==> config.mk <==
export PLATFORM = sky130hd
export DESIGN_NAME = de_issue_ctrl
export DESIGN_NICKNAME = d
export VERILOG_FILES = /design/src/rtl/pipe_pkg.sv /design/src/rtl/de_issue_ctrl_sat_updown_cnt.sv /design/src/rtl/de_issue_ctrl.sv
export SDC_FILE = /design/constraint.sdc
export NUM_CORES = 1
export LEC_CHECK = 0
export CORE_ASPECT_RATIO = 0.9
export CORE_MARGIN = 5
export CORE_UTILIZATION = 56
export CTS_CLUSTER_DIAMETER = 50
export DETAILED_ROUTE_END_ITERATION = 12
export DONT_BUFFER_PORTS = 1
export GPL_TIMING_DRIVEN = 0
export PLACE_DENSITY = 0.69
export REMOVE_ABC_BUFFERS = 1
export SLEW_MARGIN = 20
export SYNTH_ARGS = -nofsm -noshare
export SYNTH_HDL_FRONTEND = slang
export SYNTH_SLANG_ARGS = --single-unit
export TNS_END_PERCENT = 10
==> constraint.sdc <==
create_clock -name clk -period 3.7 [get_ports clk]
set_input_delay 0.925 -clock clk [delete_from_list [all_inputs] [get_ports clk]]
set_output_delay 0.925 -clock clk [all_outputs]
set_load 0.05 [all_outputs]
==> src/rtl/pipe_pkg.sv <==
// pipe_pkg: shared pipeline constants, jump encoding and DE issue FSM state type.
package pipe_pkg;
    localparam int NREG  = 8;
    localparam int REG_W = $clog2(NREG);
    localparam int CNT_W = 2;
    localparam int ST_W  = 3;
    localparam logic [2:0] JMP_NONE = 3'b000;
    typedef enum logic {RUN, DRAIN} state_t;
endpackage

==> src/rtl/de_issue_ctrl_sat_updown_cnt.sv <==
// sat_updown_cnt: saturating up/down counter with synchronous clear and zero/max flags.
module sat_updown_cnt #(
    parameter int W = 2
) (
    input  logic         clk,
    input  logic         rst_n,
    input  logic         inc,
    input  logic         dec,
    input  logic         clr,
    output logic [W-1:0] cnt,
    output logic         is_zero,
    output logic         is_max,
    output logic         nxt_zero
);
    logic [W-1:0] nxt;
    always_comb begin
        nxt = clr ? '0 :
              (inc && !dec && !is_max) ? cnt + 1'b1 :
              (dec && !inc && !is_zero) ? cnt - 1'b1 : cnt;
    end
    assign is_zero  = cnt == '0;
    assign is_max   = &cnt;
    assign nxt_zero = nxt == '0;
    always_ff @(posedge clk or negedge rst_n) begin
        if (!rst_n) cnt <= '0;
        else        cnt <= nxt;
    end
    // A retire against an empty counter means the pipeline lost track of a write.
    a_no_underflow: assert property (@(posedge clk) disable iff (!rst_n) !(dec && !inc && !clr && is_zero));
endmodule

==> src/rtl/de_issue_ctrl.sv <==
// de_issue_ctrl: DE->AG issue control with GPR write scoreboard, store counter and jump drain FSM.
// Define DE_ISSUE_BYPASS_EN to let WB forwarding clear dependencies and leave DRAIN one cycle early.
module de_issue_ctrl
    import pipe_pkg::*;
#(
    parameter int NREG  = pipe_pkg::NREG,
    parameter int CNT_W = pipe_pkg::CNT_W,
    parameter int ST_W  = pipe_pkg::ST_W
) (
    input  logic                    clk,
    input  logic                    rst_n,
    input  logic                    de_v,
    input  logic                    de_ro_needed,
    input  logic                    de_rm_needed,
    input  logic [$clog2(NREG)-1:0] de_ro_reg,
    input  logic [$clog2(NREG)-1:0] de_rm_reg,
    input  logic                    de_wr_reg_v,
    input  logic [$clog2(NREG)-1:0] de_wr_reg,
    input  logic                    de_re,
    input  logic                    de_we,
    input  logic [2:0]              de_jmp,
    input  logic                    mr_stall,
    input  logic                    mw_stall,
    input  logic                    wb_v,
    input  logic [$clog2(NREG)-1:0] wb_reg,
    input  logic                    st_done,
    input  logic                    flush,
    output logic                    reg_dep,
    output logic                    mem_dep,
    output logic                    ld_ag,
    output logic                    ag_vin,
    output logic                    issue,
    output logic                    sb_empty,
    output logic                    drain
);
    localparam int RW = $clog2(NREG);
    state_t state, state_nxt;
    logic [NREG-1:0][CNT_W-1:0] p_cnt;
    logic [NREG-1:0] p_inc, p_dec, p_zero, p_max, p_nzero;
    logic [ST_W-1:0] st_cnt;
    logic st_zero, st_max, st_nzero;
    logic ro_busy, rm_busy, jmp_block, drain_exit;
    logic unused;
    for (genvar i = 0; i < NREG; i++) begin : g_pend
        assign p_inc[i] = issue && de_wr_reg_v && de_wr_reg == RW'(i);
        assign p_dec[i] = wb_v && wb_reg == RW'(i);
        sat_updown_cnt #(.W(CNT_W)) u_cnt (
            .clk(clk), .rst_n(rst_n), .inc(p_inc[i]), .dec(p_dec[i]), .clr(flush),
            .cnt(p_cnt[i]), .is_zero(p_zero[i]), .is_max(p_max[i]), .nxt_zero(p_nzero[i])
        );
    end
    sat_updown_cnt #(.W(ST_W)) u_st (
        .clk(clk), .rst_n(rst_n), .inc(issue && de_we), .dec(st_done), .clr(flush),
        .cnt(st_cnt), .is_zero(st_zero), .is_max(st_max), .nxt_zero(st_nzero)
    );
    assign unused = &{1'b0, st_cnt, p_cnt, p_nzero, st_nzero};
`ifdef DE_ISSUE_BYPASS_EN
    // The last outstanding write retiring now is forwarded by WB, so it no longer blocks.
    assign ro_busy    = !p_zero[de_ro_reg] && !(wb_v && wb_reg == de_ro_reg && p_cnt[de_ro_reg] == CNT_W'(1));
    assign rm_busy    = !p_zero[de_rm_reg] && !(wb_v && wb_reg == de_rm_reg && p_cnt[de_rm_reg] == CNT_W'(1));
    assign drain_exit = &p_nzero && st_nzero;
`else
    assign ro_busy    = !p_zero[de_ro_reg];
    assign rm_busy    = !p_zero[de_rm_reg];
    assign drain_exit = sb_empty;
`endif
    assign sb_empty = &p_zero && st_zero;
    assign drain    = state == DRAIN;
    assign reg_dep  = de_v && ((de_ro_needed && ro_busy) || (de_rm_needed && rm_busy) ||
                               (de_wr_reg_v && p_max[de_wr_reg]));
    assign mem_dep  = de_v && ((de_re && !st_zero) || (de_we && st_max));
    assign ld_ag    = !(mem_dep || mr_stall || mw_stall);
    assign ag_vin   = de_v && !reg_dep && !jmp_block;
    assign issue    = ag_vin && ld_ag && !flush;
    always_comb begin
        jmp_block = drain || (de_v && de_jmp != JMP_NONE && !sb_empty);
        state_nxt = flush ? RUN :
                    !drain ? (jmp_block ? DRAIN : RUN) :
                    (!de_v || drain_exit) ? RUN : DRAIN;
    end
    always_ff @(posedge clk or negedge rst_n) begin
        if (!rst_n) state <= RUN;
        else        state <= state_nxt;
    end
endmodule
==> results.toml <==
[sta]
skew_ns = 0.00383
final.period_utilization = 0.987
period_minus_slack_ns = 3.65
maxSlewViolCount = 0
max_freq_mhz = 274
setup_viol = 0
finalHoldViolCount = 0
relSlewSlack = 0.373
tightest_slew_ns = 0.938
setup_tns_ns = 0
rsz0062_at_grt = "no"

[worst_setup_path]
path_max_fanout = 8
end_kind = "output pin"
worstPathRequired_ns = 2.77
critPathKind = "input pin to output pin"
worst_ep_arrival_time_ns = 2.73
cp_slowest_stage_delay_ns = 0.74
cp-start-kind = "input pin"
cp_cell_sequence = "nor4b_2, a31oi_1, o2111a_1, or4_4, nor3_4"
crit_slowest_cell = "nor3_4"

[logic_synthesis]
synthMostInstantiatedCell = "nor2_1"
synth_flop_cell = "dfrtp_1"
synth_cell_type_count = 59
synth.top_cell.area_share = 0.267
yosys-top-cells-count = "nor2_1, nand2_1, dfrtp_1, nand3_1, nor3_1"
synthesis.area_um2 = 1870
avgSynthCellArea_um2 = 8.18
synth_edf_count = 0
synth_cells = 229
synth_area_leaders = "dfrtp_1, nor2_1, nand2_1"
yosys.area.top_type = "dfrtp_1"
yosysSeqAreaShare = 0.267
async_flop_share = 1.00
ys_warn_count = 0
ys_ff_latch = 20

[placement]
dp_cells = 264
portBuffers = 0
dpl.hpwl_um = 3790
gp_congestion = 0.847

[floorplan]
coreArea_um2 = 3300
start_util = 0.567
rows = 20
die_h_um = 64.9
io_pins = 35
design.die.area_um2 = 4610
die_w_um = 71.0

[layout]
syn2layout_area_growth_pct = 6.61
fill_cells = 307
fin_cells = 274
diodes = 0
drive_above_1_share = 0.148
fin_nets = 261
final_util = 0.605

[clocking]
htree_levels = 1
clock-sinks = 20
clock_path_buffers = 2
worstSkewPairLatency_ns = 0.26
cts_made_buffers = 3
ctsHoldBuffers = 0
ctsRootBufferMaster = "clkbuf_8"
cts_tree = "built"
path_clk_slew_ns = 0.07

[route]
drt_iter0_markers = 111
vias = 1837
antenna_left = 0
wire_per_inst_um = 18.7
vias_per_cell = 6.70
drc = 0
wirelength_um = 5110
first_pass_iters = 4

[grt]
grt_pass1_wl_um = 8480
grt_max_degree = 30
overflow = 0
antenna_found_initial = 0
track_usage = 0.232
first_global_vias = 1728

[worst_hold_path]
hp-class = "input pin to async pin"

[power]
leakage_nw = 0.724
power.density_nw_per_um2 = 431
power_mw = 0.861
vdd_ir_drop_max_mv = 0.261

[status]
outcome = "finished clean"

[job]
maxCapViolCount = 0
[sequential cells by signal (all words and copies together), names as in the netlist]
name,flops
g_pend.u_cnt.cnt,16
u_st.cnt,3
drain,1
[worst paths after layout]
path                                           to  slack (ns)  cells past startpoint              startpoint
max reg2reg                           u_st.cnt[2]        0.51                     10  g_pend[2].u_cnt.cnt[0]
min                        g_pend[0].u_cnt.cnt[0]        0.35                      0                   rst_n
max in group asynchronous             u_st.cnt[2]        3.28                      0                   rst_n
min reg2reg                g_pend[6].u_cnt.cnt[0]        0.58                      1  g_pend[6].u_cnt.cnt[0]
min in group clk           g_pend[6].u_cnt.cnt[0]        0.58                      1  g_pend[6].u_cnt.cnt[0]
max                                         issue        0.05                      5            de_rm_reg[0]
[critical path: cells and delay by family]
kind / cells / cell delay [ns]
AO/OA/AOI/OAI: 2 / 0.23
AND/OR/NAND/NOR: 3 / 1.57
[layer usage]
metal / GRT usage / routed length [µm] / vias up
li1: - / - / 874
met1: 0.295 / 2090 / 881
met2: 0.382 / 2510 / 70
met3: 0.0481 / 382 / 12
met4: 0.0962 / 130 / 0
met5: 0 / 0 / -
[layout by cell type, fill, tap and decap left out, types with 2 or more instances in the layout]
master | netlist | layout
nor2_2 | 3 | 3
a31oi_1 | 2 | 2
inv_1 | 8 | 8
nor3_2 | 1 | 3
a22oi_1 | 3 | 3
nor4_1 | 6 | 6
nand4_1 | 3 | 3
and3_1 | 2 | 2
nand2b_1 | 4 | 4
and2_1 | 3 | 3
o21ai_0 | 8 | 8
a21oi_1 | 7 | 7
clkbuf_8 | 0 | 3
nand3_1 | 11 | 11
o2bb2ai_1 | 3 | 3
nor2b_1 | 6 | 6
nor3_1 | 11 | 10
nor4b_2 | 2 | 2
nor4b_1 | 4 | 4
nor3b_1 | 9 | 9
or2_2 | 3 | 3
mux2i_1 | 2 | 2
or3_1 | 4 | 4
dfrtp_1 | 20 | 20
nand4b_1 | 2 | 2
mux4_2 | 2 | 2
o211ai_1 | 6 | 6
nand2_1 | 24 | 24
or4_1 | 3 | 2
buf_4 | 1 | 6
nand3b_1 | 2 | 2
o2111ai_1 | 3 | 3
mux2_2 | 2 | 2
nor2_1 | 27 | 27
[layout make-up]
type,count,area [µm²],area share
well taps,44,55.1,0.0276
multi-input cells,193,1330,0.664
repair buffers,6,45.0,0.0225
flip-flops and latches,20,500,0.250
clock buffers,3,41.3,0.0207
inverters,8,30.0,0.0150
[where the power goes]
group	internal (mW)	leakage (nW)	switching (mW)
clock network	0.0728	0.0216	0.0739
registers	0.236	0.278	0.0312
logic	0.171	0.424	0.276
total	0.480	0.724	0.381
[what timing repair did]
item	CTS	global route
endpoints found under the setup margin	2	1
buffers inserted	0	6
cloned	1	0
pin swaps	1	2
gates resized for setup	1	1
[kinds of logic (layout without fill, tap and decap cells)]
group	count (synthesis)	after routing	share of synthesized area
buffers and inverters	17	17	0.0401
AND/OR/NAND/NOR	137	138	0.432
adder cells (fa/ha/maj)	1	1	0.0107
AO/OA/AOI/OAI	45	45	0.179
flip-flops	20	20	0.267
XOR/XNOR	1	1	0.00467
multiplexers	8	8	0.0668
[through the flow]
step	hold WS, ns	setup WS, ns	instance area [µm²]
6_report	0.346	0.0488	2000
5_1_grt	0.324	0.0123	2000
4_1_cts	0.338	0.0354	1940
3_5_place_dp	0.554	-0.310	1890
3_3_place_gp	0.535	-0.284	1880
2_1_floorplan	0.504	-0.0425	1830
Power figures use the tool's default switching activity.
